$ cat src/rtl/arb_pkg.sv
// Shared constants, state encoding and helpers
// for the 4-way round-robin arbiter.
package arb_pkg;

    localparam int NUM_REQ = 4;
    localparam int PTR_W   = 2;
    localparam int HOLD_W  = 8;

    typedef enum logic {
        IDLE,
        GRANT
    } state_t;

    // Index of the set bit in a one-hot (or zero) vector.
    function automatic logic [PTR_W-1:0] oh2idx(
        input logic [NUM_REQ-1:0] oh
    );
        logic [PTR_W-1:0] idx;
        idx = '0;
        for (int i = 0; i < NUM_REQ; i++) begin
            if (oh[i]) begin
                idx = idx | PTR_W'(i);
            end
        end
        return idx;
    endfunction

endpackage

$ cat src/rtl/rr_arbiter_4_if.sv
// Request/grant bundle between requesters
// and the round-robin arbiter.
interface rr_arbiter_4_if;
    import arb_pkg::*;

    logic [NUM_REQ-1:0] req;
    logic [NUM_REQ-1:0] gnt;
    logic               busy;

    modport master (
        output req,
        input  gnt,
        input  busy
    );

    modport slave (
        input  req,
        output gnt,
        output busy
    );

endinterface

$ cat src/rtl/rr_pick.sv
// Combinational round-robin pick: first set
// request bit scanning upward from ptr.
module rr_pick
    import arb_pkg::*;
(
    input  logic [NUM_REQ-1:0] req,
    input  logic [PTR_W-1:0]   ptr,
    output logic [NUM_REQ-1:0] win,
    output logic               valid
);

    // Scan ptr, ptr+1, ... wrapping; first hit wins.
    always_comb begin
        logic [PTR_W-1:0] idx;
        win   = '0;
        valid = 1'b0;
        idx   = '0;
        for (int k = 0; k < NUM_REQ; k++) begin
            idx = ptr + PTR_W'(k);
            if (!valid && req[idx]) begin
                win[idx] = 1'b1;
                valid    = 1'b1;
            end
        end
    end

endmodule

$ cat src/rtl/rr_arbiter_4.sv
// 4-way round-robin arbiter with a per-grant
// hold limit and registered one-hot grant.
module rr_arbiter_4
    import arb_pkg::*;
#(
    parameter int MAX_HOLD = 8
) (
    input logic           clk,
    input logic           rst_n,
    rr_arbiter_4_if.slave bus
);

    localparam logic [HOLD_W-1:0] MAX_H =
        HOLD_W'(MAX_HOLD);

    state_t             state;
    logic [PTR_W-1:0]   ptr;
    logic [HOLD_W-1:0]  hold_cnt;
    logic [NUM_REQ-1:0] win;
    logic               valid;
    logic [PTR_W-1:0]   cur;
    logic [PTR_W-1:0]   win_idx;
    logic               keep;

    rr_pick u_pick (
        .req   (bus.req),
        .ptr   (ptr),
        .win   (win),
        .valid (valid)
    );

    assign cur     = oh2idx(bus.gnt);
    assign win_idx = oh2idx(win);

    // Current owner keeps the grant while it still
    // asks and its hold budget is not used up.
    // After a grant ptr = owner+1, so re-arbitration
    // gives the owner lowest priority.
    assign keep = (state == GRANT)
               && bus.req[cur]
               && (hold_cnt < MAX_H);

    // Grant FSM: extend, re-arbitrate or go idle.
    always_ff @(posedge clk or negedge rst_n) begin
        if (!rst_n) begin
            state    <= IDLE;
            ptr      <= '0;
            hold_cnt <= '0;
            bus.gnt  <= '0;
            bus.busy <= 1'b0;
        end else if (keep) begin
            hold_cnt <= hold_cnt + HOLD_W'(1);
        end else if (valid) begin
            state    <= GRANT;
            bus.gnt  <= win;
            bus.busy <= 1'b1;
            hold_cnt <= HOLD_W'(1);
            ptr      <= win_idx + PTR_W'(1);
        end else begin
            state    <= IDLE;
            bus.gnt  <= '0;
            bus.busy <= 1'b0;
            hold_cnt <= '0;
        end
    end

endmodule

$ cat src/flat_wrapper.sv
// flat-port wrapper written by rule: the top's interface ports become plain ports
module rr_arbiter_4_flat import arb_pkg::*;
#(
    parameter int MAX_HOLD = 8
)
  (clk, rst_n, bus_req, bus_gnt, bus_busy);
  rr_arbiter_4_if bus_i ();
  input logic clk;
  input logic rst_n;
  input wire logic [$bits(bus_i.req)-1:0] bus_req;
  output wire logic [$bits(bus_i.gnt)-1:0] bus_gnt;
  output wire logic [$bits(bus_i.busy)-1:0] bus_busy;
  assign bus_i.req = bus_req;
  assign bus_gnt = bus_i.gnt;
  assign bus_busy = bus_i.busy;
  rr_arbiter_4 #(.MAX_HOLD(MAX_HOLD)) u_core (.clk(clk), .rst_n(rst_n), .bus(bus_i));
endmodule
$ cat config.mk
export PLATFORM = sky130hd
export DESIGN_NAME = rr_arbiter_4_flat
export DESIGN_NICKNAME = d
export VERILOG_FILES = /design/src/rtl/arb_pkg.sv /design/src/rtl/rr_arbiter_4_if.sv /design/src/rtl/rr_pick.sv /design/src/rtl/rr_arbiter_4.sv /design/src/flat_wrapper.sv
export SDC_FILE = /design/constraint.sdc
export NUM_CORES = 1
export LEC_CHECK = 0
export BUFFER_PORTS_ARGS = -buffer_cell sky130_fd_sc_hd__buf_2
export CORE_MARGIN = 2
export CORE_UTILIZATION = 45
export CTS_BUF_LIST = sky130_fd_sc_hd__clkbuf_16
export DETAILED_ROUTE_END_ITERATION = 10
export GPL_TIMING_DRIVEN = 0
export SLEW_MARGIN = 20
export SYNTH_ARGS = -nofsm -noshare
export SYNTH_HDL_FRONTEND = slang
export SYNTH_SLANG_ARGS = --single-unit
export TNS_END_PERCENT = 1
$ cat constraint.sdc
create_clock -name clk -period 2.84 [get_ports clk]
set_clock_uncertainty 0.05 [all_clocks]
set_input_delay 0.426 -clock clk [delete_from_list [all_inputs] [get_ports clk]]
set_output_delay 0.426 -clock clk [all_outputs]
set_load 0.02 [all_outputs]
# After elaboration in Yosys (flattened, before gate mapping)
# Cells that the tools add are included.
# W data, S select, Z words.
dict set report totals {
  regBits 15
  word_cells 72
}
dict set report op_classes {
  add_sub_neg 5
  n_lt_le_gt_ge 10
  muxes 36
  bitwise_logic 4
  n_reduce_logical 13
}
# operator count
set op_table {}
lappend op_table {{$mux W4} 5}
lappend op_table {{$mux W1} 17}
lappend op_table {{$lt A2 B3 Y1 const B} 5}
lappend op_table {{$or A4 B4 Y4} 3}
lappend op_table {{$bmux W1 S2} 5}
lappend op_table {{$logic_and A1 B1 Y1} 9}
lappend op_table {{$add A8 B1 Y8 const B} 1}
lappend op_table {{$demux W1 S2} 4}
lappend op_table {{$ge A2 B1 Y1 const B} 4}
lappend op_table {{$lt A8 B4 Y1 const B} 1}
lappend op_table {{$mux W2} 4}
lappend op_table {{$mux W8} 1}
lappend op_table {{$add A2 B1 Y2 const B} 2}
lappend op_table {{$add A2 B2 Y2 const B} 2}
lappend op_table {{$logic_not A1 Y1} 3}
lappend op_table {{$reduce_and A2 Y1} 1}
lappend op_table {{$not A1 Y1} 1}

# Longest topological paths before layout
# Gate-level depths: netlist (run 1).
dict set report depth {
  word_depth 16
  mapped_depth 9
}

# Cells and area by module
# Synthesis (run 1) repeated with hierarchy kept, for this count alone.
dict set report hier_totals {
  hier_cells 116
  hier_area_um2 1146.1
}
# module instances cells_per_inst area_each_um2
set by_module_without_submodules {}
lappend by_module_without_submodules {rr_arbiter_4 1 54 651.9}
lappend by_module_without_submodules {rr_pick 1 62 494.2}

# Least setup slack after synthesis (run 1)
# Ideal clock, no wire load.
dict set report synth_timing {
  kind {reg2reg}
  startpoint {reg u_core.ptr[0]}
  endpoint {reg u_core.bus.gnt[3]}
  setup_time_ns 0.122
  t_arrival_ns 2.141
  setup_slack_ns 0.528
  path_stages_with_launch 9
  period_less_slack_ns 2.312
  cell_sequence {dfrtp_1 -> buf_6 -> inv_1 -> ha_1 -> mux2i_4 -> mux2i_1 -> nor2_1 -> a221o_1 -> a32o_1}
}
dict set report synth_via {
  elab_chain_cells 13
}
# item line_no
set synth_lines {}
lappend synth_lines {{from (decl)} rr_arbiter_4.sv:17} ;# logic [PTR_W-1:0] ptr;
lappend synth_lines {{from (signal assigned)} rr_arbiter_4.sv:58} ;# ptr <= win_idx + PTR_W'(1);
lappend synth_lines {{branches (longest 12 deep; another with $lt A2 B3 Y1)} --}
lappend synth_lines {{$mux W4 *} rr_arbiter_4.sv:53} ;# end else if (valid) begin
lappend synth_lines {{to (signal assigned)} rr_arbiter_4.sv:55} ;# bus.gnt <= win;
lappend synth_lines {{to (decl)} rr_arbiter_4_if.sv:18} ;# output gnt,
# Every way passes the cells marked *. The select of a mux whose other input is x is not followed.
# A chain may end at the register's enable or synchronous reset.

# Worst setup path in the final report (run 1)
# Same ends and word-level chain as after synthesis.

==> results of run 1 <==
==> layout make-up <==
cell class / instances / area (sq um)
inverters: 6 / 22.5
clock buffers: 3 / 75.1
multi-input cells: 90 / 707
plain buffers: 4 / 37.5
clock inverters: 1 / 5.00
flip-flops and latches: 15 / 375
repair buffers: 8 / 40.0
fillers: 231 / 1130
well taps: 30 / 37.5
==> cells in the mapped netlist (all sizes together) <==
master,count,area [sq um]
conb,1,3.75
dfrtp,15,375
nor3,2,10.0
o22ai,3,18.8
a221oi,1,8.76
and2b,1,7.51
nand2b,1,6.26
a221o,1,10.0
o31ai,2,20.0
a31oi,1,6.26
mux2i,9,110
o2bb2ai,2,23.8
a32o,1,10.0
nor3b,4,30.0
and3,2,15.0
inv,6,22.5
nand2,11,48.8
nand3,5,30.0
mux2,3,41.3
a21boi,1,7.51
o21ai,4,20.0
xnor2,2,17.5
a2111oi,2,25.0
buf,4,37.5
or4,1,7.51
xor2,1,8.76
nor2b,3,18.8
nand4b,1,8.76
nor4b,1,23.8
or2b,1,8.76
nor4,2,12.5
nand4,1,6.26
nor2,9,33.8
and3b,1,8.76
ha,7,87.6
==> cell families (layout without fill, tap and decap cells) <==
kind of cell / count (synthesis) / after routing / synth area share (%)
buffers and inverters: 10 / 22 / 5.31
adders and majority gates: 7 / 7 / 7.74
other: 1 / 4 / 0.332
AOI/OAI and AO/OA: 18 / 18 / 13.3
xor gates and xnor gates: 3 / 3 / 2.32
muxes: 12 / 12 / 13.4
and+or+nand+nor: 46 / 46 / 24.4
DFF: 15 / 15 / 33.2
==> cell usage in the layout (no fill, tap or decap), drive strengths merged, types with 2 or more instances in the layout <==
master,n
o2bb2ai,2
clkbuf,3
a2111oi,2
nor3b,4
dfrtp,15
conb,4
o21ai,4
nor4,2
inv,6
xnor2,2
buf,12
o22ai,3
mux2i,9
mux2,3
o31ai,2
nor3,2
nand2,11
nor2,9
and3,2
nand3,5
nor2b,3
ha,7
==> layer usage <==
metal,vias to the layer above,track usage (%),share of wire [%]
met3,5,3.33,2.3
met1,425,21.8,46
met5,-,0,0
met4,0,7.50,1.8
met2,8,31.3,50
li1,430,-,-
==> final timing paths <==
path	startpoint	end	slack, ns
max in group asynchronous	rst_n	u_core.ptr[0]	2.48
min in group clk	u_core.bus.gnt[0]	u_core.bus.gnt[0]	0.47
worst min-delay path	rst_n	u_core.hold_cnt[5]	0.02
worst max register to register	u_core.ptr[0]	u_core.bus.gnt[3]	0.25
worst max-delay path	u_core.ptr[0]	u_core.bus.gnt[3]	0.25
worst min register to register	u_core.bus.gnt[0]	u_core.bus.gnt[0]	0.47
==> through the flow <==
step / area [sq um] / worst slack, ns
floorplan: 1140 / 0.528
global placement: 1220 / 0.288
detailed placement: 1220 / 0.248
CTS: 1300 / 0.219
global route: 1300 / 0.0537
finish: 1300 / 0.248
==> flip-flops by register name, indices dropped and copies added, names as in the netlist <==
register,cells
u_core.ptr,2
u_core.hold_cnt,8
u_core.bus.busy,1
u_core.bus.gnt,4
==> power by group through the flow <==
stage	registers [mW]	clock network (mW)	logic (mW)
2_1_floorplan	0.333	0	0.621
3_3_place_gp	0.309	0	0.777
3_5_place_dp	0.314	0	0.792
4_1_cts	0.311	0.279	0.796
5_1_grt	0.318	0.286	0.877
6_report	0.309	0.272	0.791
==> summary.md, run 1 <==
| Metric | Value |
|---|---|
| # diodes | `0` |
| Cts bufs inserted | `3` |
| Final setup fails | `0` |
| FF+latch count, synth | `15` |
| I/O Buffers | `8` |
| Average cell area after synthesis | `approximately 10 sq um` |
| Clock power frac | `19.9%` |
| Synth Instances | `~110` |
| Setup Fix Bufs, Post-CTS | `0` |
| Initial Util | `between 40% and 50%` |
| Status | `finished, final reports clean` |
| Worst-path clk slew | `about 0.050 ns` |
| Clock latency on the worst-skew pair | `between 0.2 and 0.25 ns` |
| Largest net degree at the start of global routing | `16` |
| MaxCap Viol Count | `0` |
| Sequential fraction of design power | `between 20% and 30%` |
| DRT Pass-1 Iters | `4` |
| End-of-flow core utilization | `a little over half` |
| Standby leakage power | `0.591 nW` |
| Max-slew violations | `0` |
| Crit-path slowest cell | `ha_1` |
| Final antenna-violating net count | `0` |
| Die width | `approximately 54 um` |
| WL/cell | `13.6 um` |
| Worst Setup Start Kind | `register` |
| Height of the die | `about 54 um` |
| Longest Clk Path Bufs | `2` |
| Via/cell ratio | `about 5.5` |
| Levels on crit path | `8` |
| Placed cells | `between 150 and 200` |
| Total internal power | `approximately 0.82 mW` |
| Die area | `approximately 2900 sq um` |
| Initial drt markers | `10` |
| I/O pin count | `11` |
| Post-DP HPWL | `approximately 1600 um` |
| Register area share after synthesis | `approximately 33%` |
| Crit path max-delay family | `multiplexers` |
| Hold Buf Count CTS | `0` |
| Core Area | `around 2400 sq um` |
| Min-delay worst type | `primary input to async pin` |
| Vias in the first global route | `840` |
| Post-synth cell types | `45` |
| Worst path bufs/invs | `2` |
| CTS tree | `built` |
| Row count | `18` |
| Critical path type | `register to register` |
| Non-Filler Instances | `around 160` |
| Root buffer cell | `clkbuf_16` |
| VDD IR-drop max | `between 0.6 and 0.7 mV` |
| Power Density | `~1100 nW/um^2` |
| Global-route wire length before repair | `about 3800 um` |
| Net count reported at finish | `about 140` |
| Routed WL | `2130 um` |
| Fin crit share | `between 90 and 100%` |
| Initial antenna violation count | `0` |
| Htree depth | `1` |
| Total negative slack | `0 ns` |
| Sink Count | `15` |
| Total GRT Usage | `18.1%` |
| Slew HR | `between 60 and 70%` |
| Vias | `868` |
| Post-synthesis cell area | `1130 sq um` |
| Fmax | `between 300 and 400 MHz` |
| Resized cells post-CTS | `0` |
| Switch share | `just over 40%` |
| DRC viols | `0` |
| Final Hold Viols | `0` |
| Unrepaired setup endpoints after global routing | `false` |
| Gr ovfl total | `0` |
| Synth warnings | `0` |
| Worst EP required | `a little under 3 ns` |
| Share of cells above drive strength 1 | `23.6%` |
| Min cycle time layout | `between 2 and 3 ns` |
| Worst reg-to-reg path cell count | `8` |
| Combinational Power Share | `between 50% and 60%` |
| Worst endpoint data arrival time | `2.67 ns` |
| Worst setup EP type | `register` |
| Worst-path maximum fanout | `10` |
| RePlAce Congestion | `a little under 0.8` |
| Hold slack | `~0.022 ns` |
| CP cell instances | `buf_6, inv_1, ha_1, mux2i_4, mux2i_1, nor2_1, a221o_1, a32o_1` |
| Sw power | `roughly 0.56 mW` |
| Slowest stage delay, CP | `0.47 ns` |
| Power Total | `1.37 mW` |
| P&R area growth vs syn | `14.9%` |
| Measured slew at the worst slew-check pin | `around 0.51 ns` |
No activity file was read; power rests on OpenSTA's default activity.
==> run 2: changes to the inputs <==
--- a/config.mk
+++ b/config.mk
@@ -10,7 +10,7 @@
 export CORE_UTILIZATION = 45
 export CTS_BUF_LIST = sky130_fd_sc_hd__clkbuf_16
 export DETAILED_ROUTE_END_ITERATION = 10
-export GPL_TIMING_DRIVEN = 0
+export GPL_TIMING_DRIVEN = 1
 export SLEW_MARGIN = 20
 export SYNTH_ARGS = -nofsm -noshare
 export SYNTH_HDL_FRONTEND = slang
==> run 2 against run 1 <==
Effect of this change: non-clock buffer count did not move; wire length grew 3.5%; combinational power rose by 1%; register-to-register slack improved by 0.31 ns; maximum frequency is 14% higher; die area unchanged; setup slack gained 0.31 ns; via count down 2.5%; first-iteration DRC count is the same; core utilization fell by 0.51 points.
==> summary.md, run 2 (synthesis gave the netlist of run 1 again) <==
| Metric | Value |
|---|---|
| Status | `finished, final reports clean` |
| Crit path max-delay family | `multiplexers` |
| MaxCap Viol Count | `0 (unchanged)` |
| DRT Pass-1 Iters | `4 (unchanged)` |
| Vias | `846 (-2.5%)` |
| Placed cells | `153 (unchanged)` |
| Routed WL | `2210 um (+3.5%)` |
| Fin crit share | `80.3% (-11 points)` |
| Min-delay worst type | `primary input to async pin` |
| Post-DP HPWL | `1660 um (+3.8%)` |
| Hold slack | `0.0295 ns (+0.00762 ns)` |
| Crit-path slowest cell | `ha_1` |
| Initial antenna violation count | `0 (unchanged)` |
| Largest Register | `u_core.hold_cnt` |
| Total GRT Usage | `17.9% (-0.25 points)` |
| Most frequent cells in the layout | `15 x dfrtp_1, 10 x nand2_1, 10 x buf_2` |
| Combinational Power Share | `58.5% (+0.8 points)` |
| Critical path type | `register to register` |
| I/O pin count | `11 (unchanged)` |
| Final Hold Viols | `0 (unchanged)` |
| # diodes | `0 (unchanged)` |
| Min cycle time layout | `2.28 ns (-0.310 ns)` |
| Clock power frac | `19.8% (about the same)` |
| Fillcell total | `217 (-6.1%)` |
| Die width | `54.1 um (unchanged)` |
| Worst EP required | `2.92 ns (about the same)` |
| P&R area growth vs syn | `13.8%` |
| I/O Buffers | `10 (+2)` |
| CP cell instances | `inv_1, ha_1, mux2i_4, mux2i_1, nor2_1, a221o_1, a32o_1` |
| VDD IR-drop max | `0.846 mV (+27%)` |
| Net count reported at finish | `141 (unchanged)` |
| Share of cells above drive strength 1 | `23.6% (unchanged)` |
| Root buffer cell | `clkbuf_16` |
| RePlAce Congestion | `0.794 (+2.9%)` |
| WL/cell | `14.1 um (+3.5%)` |
| Longest Clk Path Bufs | `2 (unchanged)` |
| Via/cell ratio | `5.39 (-2.5%)` |
| Slowest stage delay, CP | `0.46 ns (about the same)` |
| Levels on crit path | `7 (-1)` |
| Row count | `18 (unchanged)` |
| Unrepaired setup endpoints after global routing | `false` |
| Sink Count | `15 (unchanged)` |
| Global-route wire length before repair | `3800 um (+0.34%)` |
| Hold Buf Count CTS | `0 (unchanged)` |
| Switch share | `41.0% (+0.46 points)` |
| Worst Setup Start Kind | `register` |
| Most common cell after layout, fill and taps aside | `dfrtp_1` |
| Power Total | `1.37 mW (-0.30%)` |
| Sequential fraction of design power | `21.7% (-0.8 points)` |
| Vias in the first global route | `844 (+0.48%)` |
| Htree depth | `1 (unchanged)` |
| Largest regs | `u_core.hold_cnt x8, u_core.bus.gnt x4, u_core.ptr x2` |
| Largest net degree at the start of global routing | `16 (unchanged)` |
| Critical path launch point | `u_core.ptr[0]` |
| Total internal power | `0.806 mW (-1.1%)` |
| Placed Instance Area | `1210 sq um (-1.0%)` |
| Crit path to | `u_core.bus.gnt[3]` |
| Post-route cell area | `1290 sq um (-0.96%)` |
| Initial drt markers | `10 (unchanged)` |
| Max-slew violations | `0 (unchanged)` |
| Worst reg-to-reg setup slack | `0.56 ns (+0.31 ns)` |
| Worst reg-to-reg path cell count | `7 (-1)` |
| Gr ovfl total | `0 (unchanged)` |
| Die area | `2930 sq um (unchanged)` |
| Total negative slack | `0 ns (unchanged)` |
| Worst setup margin | `0.559 ns (+0.310 ns)` |
| Height of the die | `54.1 um (unchanged)` |
| Initial Util | `46.5% (unchanged)` |
| Pre-CTS setup slack | `0.581 ns (+0.334 ns)` |
| Clock latency on the worst-skew pair | `0.24 ns (about the same)` |
| Worst path bufs/invs | `1 (-1)` |
| Fmax | `438 MHz (+14%)` |
| Final setup fails | `0 (unchanged)` |
| DRC viols | `0 (unchanged)` |
| Core Area | `2430 sq um (unchanged)` |
| Slew HR | `58.9% (-6.6 points)` |
| R2r endpoint | `u_core.bus.gnt[3]` |
| End-of-flow core utilization | `52.9% (-0.51 points)` |
| CTS tree | `built` |
| Standby leakage power | `0.587 nW (-0.69%)` |
| Worst setup EP type | `register` |
| Setup Fix Bufs, Post-CTS | `0 (unchanged)` |
| Measured slew at the worst slew-check pin | `0.612 ns (+0.0980 ns)` |
| Worst-path clk slew | `0.05 ns (about the same)` |
| Non-Filler Instances | `157 (unchanged)` |
| Worst endpoint data arrival time | `2.36 ns (-0.31 ns)` |
| Cts bufs inserted | `3 (unchanged)` |
| Max FFs per register | `8 (unchanged)` |
| Worst-path maximum fanout | `8 (-2)` |
| Sw power | `0.561 mW (+0.83%)` |
| Final antenna-violating net count | `0 (unchanged)` |
| Power Density | `1060 nW/um^2 (+0.66%)` |
| Resized cells post-CTS | `0 (unchanged)` |
| R2r startpoint | `u_core.ptr[0]` |
run 2: worst min path at each step:
stage / slack (ns) / cells past startpoint / end
2_1_floorplan: 0.08 / 0 / u_core.bus.busy
3_3_place_gp: 0.29 / 1 / u_core.hold_cnt[4]
3_5_place_dp: 0.30 / 1 / u_core.hold_cnt[5]
4_1_cts: 0.03 / 1 / u_core.bus.busy
5_1_grt: 0.05 / 1 / u_core.hold_cnt[3]
6_report: 0.03 / 1 / u_core.hold_cnt[3]
run 2: area by class of cell:
type	count	area (sq um)	area share [%]
Inverter	6	22.5	1.75
Clock buffer	3	75.1	5.83
Tap cell	30	37.5	2.92
Multi-Input combinational cell	90	707	54.9
Sequential cell	15	375	29.2
Clock inverter	1	5.00	0.389
Timing Repair Buffer	12	65.1	5.05
run 2: routing by layer:
metal | vias to the layer above | part of all wire, % | global-route usage [%]
li1 | 432 | - | -
met1 | 401 | 48 | 23.7
met2 | 11 | 49 | 30.1
met3 | 2 | 1.3 | 2.50
met4 | 0 | 0.86 | 5.00
met5 | - | 0 | 0
run 2: power groups by stage:
| stage | combinational [mW] | clock [mW] | sequential (mW) |
|---|---|---|---|
| after floorplan | 0.621 | 0 | 0.333 |
| after global placement | 0.789 | 0 | 0.298 |
| after detailed placement | 0.798 | 0 | 0.299 |
| after CTS | 0.801 | 0.277 | 0.296 |
| after global routing | 0.885 | 0.287 | 0.303 |
| final | 0.800 | 0.271 | 0.297 |
==> run 3: changes to the inputs <==
==> constraint.sdc (replaced) <==
create_clock -name clk -period 2.35 [get_ports clk]
set_clock_uncertainty 0.05 [all_clocks]
set_input_delay 0.3525 -clock clk [delete_from_list [all_inputs] [get_ports clk]]
set_output_delay 0.3525 -clock clk [all_outputs]
set_load 0.02 [all_outputs]
==> run 3 against run 2 <==
Effect of this change: flip-flop and latch count stayed put; wire length is 4.8% higher; core utilization is 1.1 points higher; combinational power is 26% higher; largest cell class unchanged; first-iteration DRC count is 10% lower; critical path type unchanged; via count is 2.6% higher; power is 24% higher.
==> summary.md, run 3 (synthesis gave the netlist of run 1 again) <==
| Metric | Value |
|---|---|
| Status | `finished, final reports clean` |
| Height of the die | `54.1 um (unchanged)` |
| Placed Instance Area | `1220 sq um (+1.2%)` |
| Slew HR | `58.1% (-0.73 points)` |
| WL/cell | `14.5 um (+2.8%)` |
| Gr ovfl total | `0 (unchanged)` |
| Worst endpoint data arrival time | `2.35 ns (about the same)` |
| Min-delay worst type | `primary input to register` |
| Final Hold Viols | `0 (unchanged)` |
| Global-route wire length before repair | `3770 um (-0.89%)` |
| Worst-path maximum fanout | `8 (unchanged)` |
| Worst EP required | `2.45 ns (-0.47 ns)` |
| Pre-CTS setup slack | `0.0595 ns (-0.522 ns)` |
| Net count reported at finish | `144 (+2.1%)` |
| Max FFs per register | `8 (unchanged)` |
| Most frequent cells in the layout | `15 x dfrtp_1, 10 x nand2_1, 10 x buf_2` |
| P&R area growth vs syn | `16.3%` |
| RePlAce Congestion | `0.867 (+9.2%)` |
| Die width | `54.1 um (unchanged)` |
| Largest regs | `u_core.hold_cnt x8, u_core.bus.gnt x4, u_core.ptr x2` |
| Setup Fix Bufs, Post-CTS | `0 (unchanged)` |
| MaxCap Viol Count | `0 (unchanged)` |
| Longest Clk Path Bufs | `2 (unchanged)` |
| Vias in the first global route | `834 (-1.2%)` |
| Final setup fails | `0 (unchanged)` |
| Power Density | `1290 nW/um^2 (+22%)` |
| Share of cells above drive strength 1 | `25.4% (+1.8 points)` |
| Worst reg-to-reg setup slack | `0.09 ns (-0.46 ns)` |
| Measured slew at the worst slew-check pin | `0.622 ns (+0.0109 ns)` |
| Post-DP HPWL | `1730 um (+3.8%)` |
| Initial drt markers | `9 (-1)` |
| I/O pin count | `11 (unchanged)` |
| Core Area | `2430 sq um (unchanged)` |
| CTS tree | `built` |
| Clock latency on the worst-skew pair | `0.24 ns (about the same)` |
| Most common cell after layout, fill and taps aside | `dfrtp_1` |
| Critical path type | `register to register` |
| # diodes | `0 (unchanged)` |
| Total GRT Usage | `18.0% (+0.15 points)` |
| Fin crit share | `96.0% (+16 points)` |
| I/O Buffers | `10 (unchanged)` |
| Htree depth | `1 (unchanged)` |
| Total negative slack | `0 ns (unchanged)` |
| Worst setup margin | `0.0944 ns (-0.464 ns)` |
| Row count | `18 (unchanged)` |
| DRT Pass-1 Iters | `4 (unchanged)` |
| Routed WL | `2310 um (+4.8%)` |
| Worst Setup Start Kind | `register` |
| Worst-path clk slew | `0.05 ns (about the same)` |
| Largest net degree at the start of global routing | `16 (unchanged)` |
| Power Total | `1.70 mW (+24%)` |
| Initial antenna violation count | `0 (unchanged)` |
| Largest Register | `u_core.hold_cnt` |
| Die area | `2930 sq um (unchanged)` |
| Min cycle time layout | `2.26 ns (-0.0258 ns)` |
| Max-slew violations | `0 (unchanged)` |
| Root buffer cell | `clkbuf_16` |
| Initial Util | `46.5% (unchanged)` |
| Vias | `868 (+2.6%)` |
| Sink Count | `15 (unchanged)` |
| Cts bufs inserted | `3 (unchanged)` |
| Fmax | `443 MHz (+1.1%)` |
| Unrepaired setup endpoints after global routing | `true` |
| Final antenna-violating net count | `0 (unchanged)` |
| Post-route cell area | `1320 sq um (+2.1%)` |
| VDD IR-drop max | `0.930 mV (+9.8%)` |
| Standby leakage power | `0.599 nW (+2.1%)` |
| DRC viols | `0 (unchanged)` |
| Worst setup EP type | `register` |
| Hold slack | `0.479 ns (+0.449 ns)` |
| Via/cell ratio | `5.43 (+0.68%)` |
[run 3: power breakdown]
group	internal [mW]	switching [mW]	leakage, nW
sequential	0.317	0.0410	0.182
combinational	0.452	0.558	0.376
clock	0.227	0.102	0.0409
[run 3: worst max-delay path, cell delays in order, from the launching register on]
cell and delay (ns):
dfrtp_1 0.34, inv_1 0.09, ha_2 0.44, mux2i_4 0.37
mux2i_1 0.22, nor2_1 0.06, a221o_1 0.34, o31ai_1 0.26
[run 3: cell type report]
class                           instances  area (sq um)
Fill cell                             233          1120
Multi-Input combinational cell         90           709
Sequential cell                        15           375
Timing Repair Buffer                   15          90.1
Clock buffer                            3          75.1
Tap cell                               30          37.5
Inverter                                6          22.5
Clock inverter                          1          5.00
[run 3: per-stage QoR]
| stage | utilization (%) | std cells |
|---|---|---|
| floorplan | - | 115 |
| global placement | 50.3 | 155 |
| detailed placement | 50.3 | 155 |
| CTS | 54.0 | 160 |
| global route | 54.1 | 160 |
| finish | 54.1 | 160 |
[run 3: what timing repair did]
action	CTS	global route
hold buffers	1	0
endpoints found under the setup margin	0	4
hold endpoints to repair	15	0
resized for setup	0	1
[run 3: path summary, 6_finish.rpt]
path,end,cells after the start,startpoint
worst max-delay path,u_core.ptr[0],7,u_core.ptr[1]
worst min-delay path,u_core.hold_cnt[0],3,bus_req[2]
worst max register to register,u_core.ptr[0],7,u_core.ptr[1]
worst min register to register,u_core.hold_cnt[2],2,u_core.hold_cnt[2]
max in group asynchronous,u_core.hold_cnt[0],2,rst_n
min in group asynchronous,u_core.bus.busy,2,rst_n
[run 3: routing by layer]
layer / wire (um) / vias up / GRT usage [%]
li1: - / 436 / -
met1: 996 / 409 / 22.4
met2: 1210 / 19 / 31.3
met3: 79 / 4 / 2.22
met4: 26 / 0 / 7.08
met5: 0 / - / 0
